===== config.mk =====
export PLATFORM = sky130hd
export DESIGN_NAME = cpu_top
export DESIGN_NICKNAME = d
export VERILOG_FILES = /design/src/rtl/cpu_pkg.sv /design/src/rtl/cpu_top_mem.sv /design/src/rtl/cpu_top_regfile.sv /design/src/rtl/cpu_top.sv
export SDC_FILE = /design/constraint.sdc
export NUM_CORES = 1
export LEC_CHECK = 0
export CAP_MARGIN = 20
export CORE_MARGIN = 3
export CORE_UTILIZATION = 25
export DETAILED_ROUTE_END_ITERATION = 8
export GPL_TIMING_DRIVEN = 0
export PLACE_DENSITY = 0.58
export SLEW_MARGIN = 20
export SYNTH_ARGS = -nofsm -noshare
export SYNTH_HDL_FRONTEND = slang
export SYNTH_SLANG_ARGS = --single-unit
export TNS_END_PERCENT = 20

===== constraint.sdc =====
create_clock -name clk -period 3.3 [get_ports clk]
set_input_delay 0.33 -clock clk [delete_from_list [all_inputs] [get_ports clk]]
set_output_delay 0.33 -clock clk [all_outputs]
set_load 0.01 [all_outputs]

===== src/rtl/cpu_pkg.sv =====
// cpu_pkg: shared types and constants for the minimal SM83 core.
//   - T-state / M-cycle enums
//   - r-field register indices (B,C,D,E,H,L,(HL),A)
//   - ALU op codes (opcode bits [5:3] of 0x80-0xBF) and flag bit positions
//   - alu8(): combinational 8-bit ALU returning result plus full F byte
package cpu_pkg;

  typedef enum logic [1:0] {T1 = 2'd0, T2 = 2'd1, T3 = 2'd2, T4 = 2'd3} tstate_e;
  typedef enum logic       {M1 = 1'b0, M2 = 1'b1} mcyc_e;

  localparam logic [2:0] R_B  = 3'd0;
  localparam logic [2:0] R_C  = 3'd1;
  localparam logic [2:0] R_D  = 3'd2;
  localparam logic [2:0] R_E  = 3'd3;
  localparam logic [2:0] R_H  = 3'd4;
  localparam logic [2:0] R_L  = 3'd5;
  localparam logic [2:0] R_HL = 3'd6;
  localparam logic [2:0] R_A  = 3'd7;

  localparam logic [2:0] ALU_ADD = 3'd0;
  localparam logic [2:0] ALU_ADC = 3'd1;
  localparam logic [2:0] ALU_SUB = 3'd2;
  localparam logic [2:0] ALU_SBC = 3'd3;
  localparam logic [2:0] ALU_AND = 3'd4;
  localparam logic [2:0] ALU_XOR = 3'd5;
  localparam logic [2:0] ALU_OR  = 3'd6;
  localparam logic [2:0] ALU_CP  = 3'd7;

  localparam int FLAG_Z = 7;
  localparam int FLAG_N = 6;
  localparam int FLAG_H = 5;
  localparam int FLAG_C = 4;

  typedef struct packed {
    logic [7:0] f;
    logic [7:0] res;
  } alu_out_t;

  // Subtractions run one bit wider so the top bit is the borrow out
  // (full byte) or the half borrow (low nibble).
  function automatic alu_out_t alu8(input logic [2:0] op, input logic [7:0] a,
                                    input logic [7:0] b, input logic cin);
    alu_out_t   o;
    logic [8:0] sum;
    logic [4:0] hs;
    logic       c;
    o   = '0;
    sum = '0;
    hs  = '0;
    c   = (op == ALU_ADC || op == ALU_SBC) ? cin : 1'b0;
    case (op)
      ALU_ADD, ALU_ADC: begin
        sum = {1'b0, a} + {1'b0, b} + {8'd0, c};
        hs  = {1'b0, a[3:0]} + {1'b0, b[3:0]} + {4'd0, c};
        o.res = sum[7:0];
        o.f[FLAG_H] = hs[4];
        o.f[FLAG_C] = sum[8];
      end
      ALU_SUB, ALU_SBC, ALU_CP: begin
        sum = {1'b0, a} - {1'b0, b} - {8'd0, c};
        hs  = {1'b0, a[3:0]} - {1'b0, b[3:0]} - {4'd0, c};
        o.res = sum[7:0];
        o.f[FLAG_N] = 1'b1;
        o.f[FLAG_H] = hs[4];
        o.f[FLAG_C] = sum[8];
      end
      ALU_AND: begin
        o.res = a & b;
        o.f[FLAG_H] = 1'b1;
      end
      ALU_XOR: o.res = a ^ b;
      default: o.res = a | b;
    endcase
    o.f[FLAG_Z] = (o.res == 8'h00);
    return o;
  endfunction

endpackage


===== src/rtl/cpu_top_mem.sv =====
// cpu_top_mem: read-only program memory, 2**MEM_AW bytes, combinational read.
//   addr[MEM_AW-1:0] -> rdata[7:0]
// Contents of mem[] are loaded by the simulation environment.
module cpu_top_mem #(
  parameter int MEM_AW = 8
) (
  input  logic [MEM_AW-1:0] addr,
  output logic [7:0]        rdata
);
  logic [7:0] mem [0:2**MEM_AW-1];

  assign rdata = mem[addr];
endmodule


===== src/rtl/cpu_top_regfile.sv =====
// reg8: one 8-bit register cell with write enable.
//   clk, rst (async, active low), we, d[7:0] -> data_out[7:0]
// regfile: the seven SM83 8-bit registers as reg8 instances a,b,c,d,e,h,l.
//   clk, rst, we, waddr[2:0] (r-field index), wdata[7:0]
//   regs[7:0][7:0]: all registers indexed by r field; index 6 ((HL)) reads 0.
module reg8 (
  input  logic       clk,
  input  logic       rst,
  input  logic       we,
  input  logic [7:0] d,
  output logic [7:0] data_out
);
  always_ff @(posedge clk or negedge rst) begin
    if (!rst)    data_out <= 8'h00;
    else if (we) data_out <= d;
  end
endmodule

module regfile
  import cpu_pkg::*;
(
  input  logic            clk,
  input  logic            rst,
  input  logic            we,
  input  logic [2:0]      waddr,
  input  logic [7:0]      wdata,
  output logic [7:0][7:0] regs
);
  reg8 b (.clk(clk), .rst(rst), .we(we && waddr == R_B), .d(wdata), .data_out(regs[R_B]));
  reg8 c (.clk(clk), .rst(rst), .we(we && waddr == R_C), .d(wdata), .data_out(regs[R_C]));
  reg8 d (.clk(clk), .rst(rst), .we(we && waddr == R_D), .d(wdata), .data_out(regs[R_D]));
  reg8 e (.clk(clk), .rst(rst), .we(we && waddr == R_E), .d(wdata), .data_out(regs[R_E]));
  reg8 h (.clk(clk), .rst(rst), .we(we && waddr == R_H), .d(wdata), .data_out(regs[R_H]));
  reg8 l (.clk(clk), .rst(rst), .we(we && waddr == R_L), .d(wdata), .data_out(regs[R_L]));
  reg8 a (.clk(clk), .rst(rst), .we(we && waddr == R_A), .d(wdata), .data_out(regs[R_A]));

  // (HL) is not a real register here; the top never writes it.
  assign regs[R_HL] = 8'h00;
endmodule


===== src/rtl/cpu_top.sv =====
// cpu_top: minimal SM83 core (register-only subset) with internal program memory.
//   clk            system clock, all state on posedge
//   rst            asynchronous active-low reset
//   testing_data   debug operand for opcode 0xD3 (only with DEBUG_PORT_EN)
//   data_out[7:0]  byte fetched from memory, registered at T2
//   rd             memory read strobe (high T1..T3 of each fetch / operand read)
//   addr_bus[15:0] current bus address
// Optional feature: define DEBUG_PORT_EN to make 0xD3 load testing_data into A.
// Each M-cycle is T1..T4; registers and flags are written on the T3->T4 edge.
module cpu_top
  import cpu_pkg::*;
#(
  parameter int          MEM_AW = 8,
  parameter logic [15:0] PC_RST = 16'h0000
) (
  input  logic        clk,
  input  logic        rst,
  input  logic [7:0]  testing_data,
  output logic [7:0]  data_out,
  output logic        rd,
  output logic [15:0] addr_bus
);

  tstate_e         tstate_q, tstate_d;
  mcyc_e           mcyc_q, mcyc_d;
  logic [15:0]     pc_q, pc_d, addr_q, addr_d;
  logic [7:0]      opcode_q, opcode_d, imm_q, imm_d, flag_q, flag_d, dout_q, dout_d;
  logic            halt_q, halt_d, rd_q, rd_d;
  logic            m1t1;

  logic [7:0][7:0] regs;
  logic            rf_we;
  logic [2:0]      rf_waddr;
  logic [7:0]      rf_wdata;
  logic [7:0]      mem_rdata;

  logic [2:0]      src, dst;
  logic [7:0]      src_v, dst_v, incdec_v;
  logic            is_ldn;
  alu_out_t        alu_r;

  regfile r1 (.clk(clk), .rst(rst), .we(rf_we), .waddr(rf_waddr), .wdata(rf_wdata), .regs(regs));

  cpu_top_mem #(.MEM_AW(MEM_AW)) mem (.addr(pc_q[MEM_AW-1:0]), .rdata(mem_rdata));

  assign m1t1     = (tstate_q == T1) && (mcyc_q == M1) && !halt_q;
  assign data_out = dout_q;
  assign rd       = rd_q;
  assign addr_bus = addr_q;

  assign src      = opcode_q[2:0];
  assign dst      = opcode_q[5:3];
  assign src_v    = regs[src];
  assign dst_v    = regs[dst];
  assign is_ldn   = (opcode_q[7:6] == 2'b00) && (src == R_HL) && (dst != R_HL);
  assign alu_r    = alu8(dst, regs[R_A], src_v, flag_q[FLAG_C]);
  assign incdec_v = opcode_q[0] ? dst_v - 8'd1 : dst_v + 8'd1;

`ifndef DEBUG_PORT_EN
  logic unused_testing_data;
  assign unused_testing_data = ^testing_data;
`endif

  always_comb begin
    tstate_d = tstate_q;
    mcyc_d   = mcyc_q;
    pc_d     = pc_q;
    addr_d   = addr_q;
    opcode_d = opcode_q;
    imm_d    = imm_q;
    flag_d   = flag_q;
    dout_d   = dout_q;
    halt_d   = halt_q;
    rd_d     = rd_q;
    rf_we    = 1'b0;
    rf_waddr = R_A;
    rf_wdata = 8'h00;
    // Once halted everything freezes until reset.
    if (!halt_q) begin
      tstate_d = tstate_e'(tstate_q + 2'd1);
      case (tstate_q)
        T1: begin
          dout_d = mem_rdata;
          pc_d   = pc_q + 16'd1;
          if (m1t1) opcode_d = mem_rdata;
          else      imm_d    = mem_rdata;
        end
        T3: begin
          rd_d = 1'b0;
          if (mcyc_q == M2) begin
            rf_we    = 1'b1;
            rf_waddr = dst;
            rf_wdata = imm_q;
          end else if (opcode_q == 8'h76) begin
            halt_d = 1'b1;
          end else if (opcode_q[7:6] == 2'b01) begin
            if (src != R_HL && dst != R_HL) begin
              rf_we    = 1'b1;
              rf_waddr = dst;
              rf_wdata = src_v;
            end
          end else if (opcode_q[7:6] == 2'b10) begin
            if (src != R_HL) begin
              flag_d   = alu_r.f;
              rf_we    = (dst != ALU_CP);
              rf_waddr = R_A;
              rf_wdata = alu_r.res;
            end
          end else if (opcode_q[7:6] == 2'b00 && opcode_q[2:1] == 2'b10) begin
            // INC r (bit0=0) / DEC r (bit0=1); carry is preserved
            if (dst != R_HL) begin
              rf_we          = 1'b1;
              rf_waddr       = dst;
              rf_wdata       = incdec_v;
              flag_d[FLAG_Z] = (incdec_v == 8'h00);
              flag_d[FLAG_N] = opcode_q[0];
              flag_d[FLAG_H] = opcode_q[0] ? (dst_v[3:0] == 4'h0) : (dst_v[3:0] == 4'hF);
            end
          end
`ifdef DEBUG_PORT_EN
          else if (opcode_q == 8'hD3) begin
            rf_we    = 1'b1;
            rf_waddr = R_A;
            rf_wdata = testing_data;
          end
`endif
        end
        T4: begin
          mcyc_d = (mcyc_q == M1 && is_ldn) ? M2 : M1;
          rd_d   = 1'b1;
          addr_d = pc_q;
        end
        default: ;
      endcase
    end
  end

  always_ff @(posedge clk or negedge rst) begin
    if (!rst) begin
      tstate_q <= T1;
      mcyc_q   <= M1;
      pc_q     <= PC_RST;
      addr_q   <= 16'h0000;
      opcode_q <= 8'h00;
      imm_q    <= 8'h00;
      flag_q   <= 8'h00;
      dout_q   <= 8'h00;
      halt_q   <= 1'b0;
      rd_q     <= 1'b0;
    end else begin
      tstate_q <= tstate_d;
      mcyc_q   <= mcyc_d;
      pc_q     <= pc_d;
      addr_q   <= addr_d;
      opcode_q <= opcode_d;
      imm_q    <= imm_d;
      flag_q   <= flag_d;
      dout_q   <= dout_d;
      halt_q   <= halt_d;
      rd_q     <= rd_d;
    end
  end

endmodule


# Word level (Yosys, flattened, before mapping)
# Index checks and enable logic that the tools add are counted.
# Widths: inputs -> output; s select.
dict set report op_classes {
  add_sub_neg 2
  n_mul 0
  div_mod_pow 0
  order_cmp 0
  eq_ne 5
  shift 0
  mux 6
  bitwise_logic 2
  n_reduce_logical 13
}
# cell count
set ops {}
lappend ops {{$add 16x1->16 const B} 1}
lappend ops {{$eq 8x7->1 const B} 1}
lappend ops {{$reduce_and 2->1} 3}
lappend ops {{$logic_and 1x1->1} 5}
lappend ops {{$mux 1} 5}
lappend ops {{$eq 2x2->1 const B} 2}
lappend ops {{$logic_not 2->1} 2}
lappend ops {{$eq 3x3->1 const B} 1}
lappend ops {{$ne 3x3->1 const B} 1}
lappend ops {{$reduce_and 3->1} 1}
lappend ops {{$add 2x1->2 const B} 1}
lappend ops {{$not 1->1} 2}
lappend ops {{$pmux 1 s2} 1}
lappend ops {{$reduce_bool 2->1} 1}
lappend ops {{$logic_not 1->1} 1}
dict set report totals {
  register_bits 53
  latchBits 0
  ramBits 0
  mem_bits_ro 0
  out_inout_bits 25
  elab_cells 36
  n_memories 0
}

# Longest topological paths before layout
dict set report depth {
  word_depth 5
  mapped_depth 5
}

# Hierarchy
# From an unflattened synthesis, not the netlist that was laid out.
dict set report unflattened {
  cells_unflattened 161
  area_unflattened_um2 2268.4
}
# module n_inst cells_each area_per_inst_um2
set modules_own_cells {}
lappend modules_own_cells {cpu_top 1 152 2204.6}
lappend modules_own_cells {cpu_top_mem 1 9 63.8}

# Worst setup path before layout
# No wires, ideal clock.
dict set report synth_timing {
  kind {flip-flop to flip-flop}
  start {reg tstate_q[0]}
  end {reg pc_q[13]}
  setup_ns 0.079
  t_arrival_ns 1.332
  setup_slack_ns 1.889
  path_stages_with_launch 6
  n_path_buf 0
  cell_sequence {dfrtp_1 inv_1 ha_1 nand4_2 nor4_2 xor2_1}
}
dict set report synth_via {
  elab_chain_cells 2
}
# element line_no
set synth_lines {}
lappend synth_lines {{from (decl)} cpu_top.sv:24} ;# tstate_e tstate_q, tstate_d;
lappend synth_lines {{from (signal assigned)} cpu_top.sv:151} ;# tstate_q <= tstate_d;
lappend synth_lines {{$logic_not 2->1} cpu_top.sv:81} ;# case (tstate_q)
lappend synth_lines {{$reduce_and 2->1 (no source line)} n/a}
lappend synth_lines {{to (signal assigned)} cpu_top.sv:153} ;# pc_q <= pc_d;
lappend synth_lines {{to (decl)} cpu_top.sv:26} ;# logic [15:0] pc_q, pc_d, addr_q, addr_d;
# Every way passes these cells.
# A chain may end at the register's enable or synchronous reset.

# Worst setup path in the final report
# Ends and elaborated chain as after synthesis.

==> results.txt <==
Vias post-DR - 911
Final ANT Viol Nets - 0
Chip width - 83.95 um
Area share of the largest cell type after synthesis - 57.66%
WP data required - 3.51 ns
Synth top cells by count - dfrtp_1, mux2_2, xor2_1
Status - finished clean
Starting Density - 26.76%
Post-cts resize count - 0
GP Congestion - 0.7444
Top cells by area, synth - dfrtp_1, mux2_2, xor2_1
Cts hold-fix bufs - 1
Post-Syn Instances - 112
Clk sinks - 35
Synth unique cells - 19
Pwr Density - 431.5 nW/um2
Core Region - 5675 um2
ANT cells - 0
Largest net degree at the start of global routing - 26
Synth area leader - dfrtp_1
Initial drt markers - 40
Max VDD drop - 0.0001696 V
TritonCTS clock tree - done
CP Capture Type - register
Final min period - 1.621 ns
CTS root buffer - clkbuf_8
Die Span Y - 83.95 um
Total power - 0.0008450 W
Lkg Pwr - 0.9030 nW
Period utilisation layout - 49.12%
Critical-path maximum fanout - 7
FF+latch count, synth - 35
Dpl hpwl - 1877 um
Slew Limit Fails - 0
Number of flops mapped to enable cells by yosys - 0
Initial antenna violation count - 0
Fin Hold WS - 0.4449 ns
Worst hold path class - input pin to asynchronous set/reset pin
FP Rows - 27
Final WS setup - 1.679 ns
Top_reg_cell synth - dfrtp_1
Buffers on Ports - 18
Setup TNS - 0 ns
Most numerous cell in the Yosys netlist - dfrtp_1
Nets - 160
Synthesis Warnings - 0
Dpl ws - 1.674 ns
Area of the die - 7047 um2
Clk pin slew, worst setup/hold paths - 0.07 ns
Post-CTS setup buffers - 0
Ports - 35
Vias/cell - 4.160
Total GRT Usage - 8.218%
GR Overflow Total - 0
Clock Latency Late Sink - 0.29 ns
Unrepaired setup endpoints after global routing - false
Final Hold Violating Endpoints - 0
Mapped cell area - 1519 um2
Mapped Avg Cell Area - 13.56 um2
Max Clk Rate - 617.0 MHz
Vias in the first global route - 963
Num CTS Buffers - 5
Async SR Flop Fraction - 100.0%
DR DRC count - 0
Sequential area share after synthesis - 57.66%
Clk_skew - 0.007602 ns
Layout cell share with drive strength beyond 1 - 29.25%
CP Launch Type - register
Critical Path AT - 1.83 ns
Routed WL per cell - 11.59 um
WL final - 2539 um
Area Growth Syn to Fin - 28.91%
Final setup fails - 0
Pre-antenna DRT Iters - 2
Max clock buf depth - 2
Critical path class - register to register
Global-route wire length before repair - 4519 um
CTS H-tree depth - 2
Max Cap Violations - 0
[final cells by class]
cell class	count	area, um2
fill	560	3717
sequential	35	875.8
multi-input combinational	69	580.6
timing repair buffer	20	205.2
tap	72	90.09
clock buffer	6	82.58
buffer	10	70.07
clock inverter	2	35.03
inverter	5	18.77
[power by group]
| part | total [W] | switching [W] | internal [W] |
|---|---|---|---|
| Clock | 0.000393 | 0.000148 | 0.000244 |
| Combinational | 0.0000235 | 0.0000138 | 0.00000965 |
| Sequential | 0.000429 | 0 | 0.000429 |
| Total | 0.000845 | 0.000162 | 0.000683 |
[layout by cell type, fill, tap and decap left out, types with 5 or more instances in the layout]
cell type and count:
dfrtp_1 35, buf_4 8, conb_1 8, mux2_2 17, inv_1 5, xnor2_1 6
xor2_1 9, clkbuf_8 6, nand2_1 5, clkdlybuf4s50_1 17
[cell families after synthesis]
group,share of synthesized area (%)
DFF,57.66
muxes,12.60
xor gates and xnor gates,8.649
adders and majority gates,3.295
AOI/OAI and AO/OA,0.4944
buffers and inverters,5.849
and+or+nand+nor,11.20
other,0.2469
[per-stage QoR]
step | util (%) | std cells | cell area (um2)
after global routing | 34.50 | 219 | 1958
after CTS | 34.50 | 219 | 1958
after global placement | 31.99 | 209 | 1815
final | 34.50 | 219 | 1958
after floorplan | - | 119 | 1545
after detailed placement | 32.25 | 210 | 1831
[worst max-delay path, stage by stage (launching register included)]
cell	delay (ns)
dfrtp_1	0.38
inv_1	0.10
ha_1	0.30
nand4_2	0.27
nor4_2	0.32
xor2_1	0.16
[sequential cells by signal, indices dropped and copies added, names as in the netlist]
name and cells:
pc_q 16, addr_bus 16, tstate_q 2, rd 1
[metal layers]
layer | up-vias | part of all wire, % | global-route usage [%]
met5 | - | 0 | 0
met4 | 0 | 2.8 | 5.263
met3 | 7 | 7.0 | 3.159
met2 | 23 | 46 | 12.58
met1 | 452 | 44 | 9.565
li1 | 429 | - | -
[final timing paths]
path | from | end | slack (ns) | cells past startpoint
min in group clk | tstate_q[0] | tstate_q[0] | 0.47 | 1
max in group asynchronous | rst | pc_q[11] | 2.44 | 3
hold / removal | rst | addr_bus[15] | 0.44 | 2
hold reg to reg | tstate_q[0] | tstate_q[0] | 0.47 | 1
setup reg to reg | tstate_q[0] | pc_q[13] | 1.68 | 5
setup / recovery | tstate_q[0] | pc_q[13] | 1.68 | 5
No activity file was read; power rests on OpenSTA's default activity.
==> patch, RTL diff (same settings) <==
Reset style: synchronous (`rst`), changed in 2 clocked blocks. Comments in the files are not updated.
--- a/src/rtl/cpu_top_regfile.sv
+++ b/src/rtl/cpu_top_regfile.sv
@@ -10,7 +10,7 @@
   input  logic [7:0] d,
   output logic [7:0] data_out
 );
-  always_ff @(posedge clk or negedge rst) begin
+  always_ff @(posedge clk) begin
     if (!rst)    data_out <= 8'h00;
     else if (we) data_out <= d;
   end
--- a/src/rtl/cpu_top.sv
+++ b/src/rtl/cpu_top.sv
@@ -135,7 +135,7 @@
     end
   end
 
-  always_ff @(posedge clk or negedge rst) begin
+  always_ff @(posedge clk) begin
     if (!rst) begin
       tstate_q <= T1;
       mcyc_q   <= M1;
Formal check against the unedited RTL: differs if rst is asserted again (counterexample within 4 cycles, from zero or initial values and one cycle with rst low); with rst held inactive, the same outputs for 10 cycles.
==> patch against the unedited design <==
Sequential cell count unchanged. Setup slack improved by 0.032 ns. Via count rose by 17%. Global-route usage increased by 0.55 points. Routed wire length up 9.8%. Non-clock buffer count increased by 4. Cell area increased by 1.4%. Count of clock-buffer cells in the layout is the same. Synthesized area rose by 5.2%. Critical path type unchanged.
Power is not compared: it rests on default switching activity, and its combinational part moved more than twofold at a synthesized area within 25%.
==> patch: results (changes against the unedited design) <==
[critical_path]
cp.arrival_ns=1.76  ; was 1.83 ns
r2r_start=pc_q[0]$_SDFFE_PN0N_  ; was tstate_q[0]$_DFF_PN0_
r2r_end=pc_q[12]$_SDFFE_PN0N_  ; was pc_q[13]$_DFFE_PN0N_
path_max_fanout=6  ; was 7

[yosys]
ys_seq_area_frac=0.439  ; was 0.577
synthArstFlopShare=0  ; was 1.00
synthAdderAreaFrac=0.0313  ; was 0.0329
synth_ff_type=dfxtp_1  ; was dfrtp_1
yosys-top-cells-count=35 x dfxtp_1, 19 x nor2b_1, 18 x mux2i_1  ; was 35 x dfrtp_1, 17 x mux2_2, 9 x xor2_1
synth_area_per_cell_um2=10.2  ; was 13.6 um^2
synth_xor_area_frac=0.0658  ; was 0.0865
synth_cell_types=26  ; was 19
synth_area_leaders=dfxtp_1 44%, mux2i_1 11%, nor2b_1 7.4%  ; was dfrtp_1 58%, mux2_2 13%, xor2_1 5.2%

[sta]
hold_slack_ns=0.450  ; was 0.445 ns
clock_skew_ns=0.00742  ; was 0.00760 ns

[route]
first_pass_iters=4  ; was 2
wirelength_um=2790  ; was 2540 um
num_vias=1063  ; was 911
drt_iter0_drc=33  ; was 40
wl_per_cell_um=10.6  ; was 11.6 um

[cells_and_area]
drive_gt1_frac=0.138  ; was 0.293
stdcell_area_um2=1990  ; was 1960 um^2
fill_cells=654  ; was 560
nets=203  ; was 160

[placement]
place_area_um2=1900  ; was 1830 um^2
gp_congestion=0.768  ; was 0.744

[global_route]
globalRouteMet2Util=0.132  ; was 0.126
grt.total_usage=0.0876  ; was 0.0822
gr-usage-met1=0.114  ; was 0.0956
use_met3=0.0307  ; was 0.0316
grt_pass1_wl_um=5130  ; was 4520 um

[status]
outcome=complete, no violations  ; unchanged

[min_path]
whs_path_depth=1

## patch: cell count changes in the layout (fill, tap and decap cells not counted), moves of 2 or more
cell,before,now
dfxtp_1,0,35
xnor2_1,6,4
nor2b_1,0,19
or3_1,0,2
and2_1,0,13
dfrtp_1,35,0
mux2_2,17,0
clkbuf_1,0,3
nand4_1,3,6
mux2i_1,0,18
o21ai_0,0,2
## patch: worst max-delay path by stage
stage                                start                    end  slack, ns  cells past startpoint
finish                pc_q[0]$_SDFFE_PN0N_  pc_q[12]$_SDFFE_PN0N_       1.71                      5
global route          pc_q[0]$_SDFFE_PN0N_  pc_q[14]$_SDFFE_PN0N_       1.57                      5
CTS                   pc_q[0]$_SDFFE_PN0N_  pc_q[12]$_SDFFE_PN0N_       1.69                      5
detailed placement                     rst   pc_q[9]$_SDFFE_PN0N_       1.66                      3
global placement                       rst  pc_q[10]$_SDFFE_PN0N_       1.64                      3
floorplan           tstate_q[0]$_SDFF_PN0_  pc_q[15]$_SDFFE_PN0N_       1.86                      7
## patch: area by class of cell
class	count	share of cell area
inverters	4	0.00756
clock inverters	1	0.00252
repair buffers	18	0.0907
clock buffers	6	0.0416
flip-flops and latches	35	0.353
multi-input cells	109	0.408
well taps	75	0.0473
plain buffers	16	0.0498
## patch: worst max-delay path, stage by stage (launching register included)
cell and delay (ns):
dfxtp_1 0.44, ha_1 0.27, nand3_1 0.20, nor4_2 0.32, xor2_1 0.09, and2_1 0.16
## patch: routing by layer
layer | vias to the layer above | wire (um) | part of all wire
li1 | 569 | - | -
met1 | 471 | 1390 | 0.50
met2 | 19 | 1220 | 0.44
met3 | 4 | 151 | 0.054
met4 | 0 | 31 | 0.011
met5 | - | 0 | 0
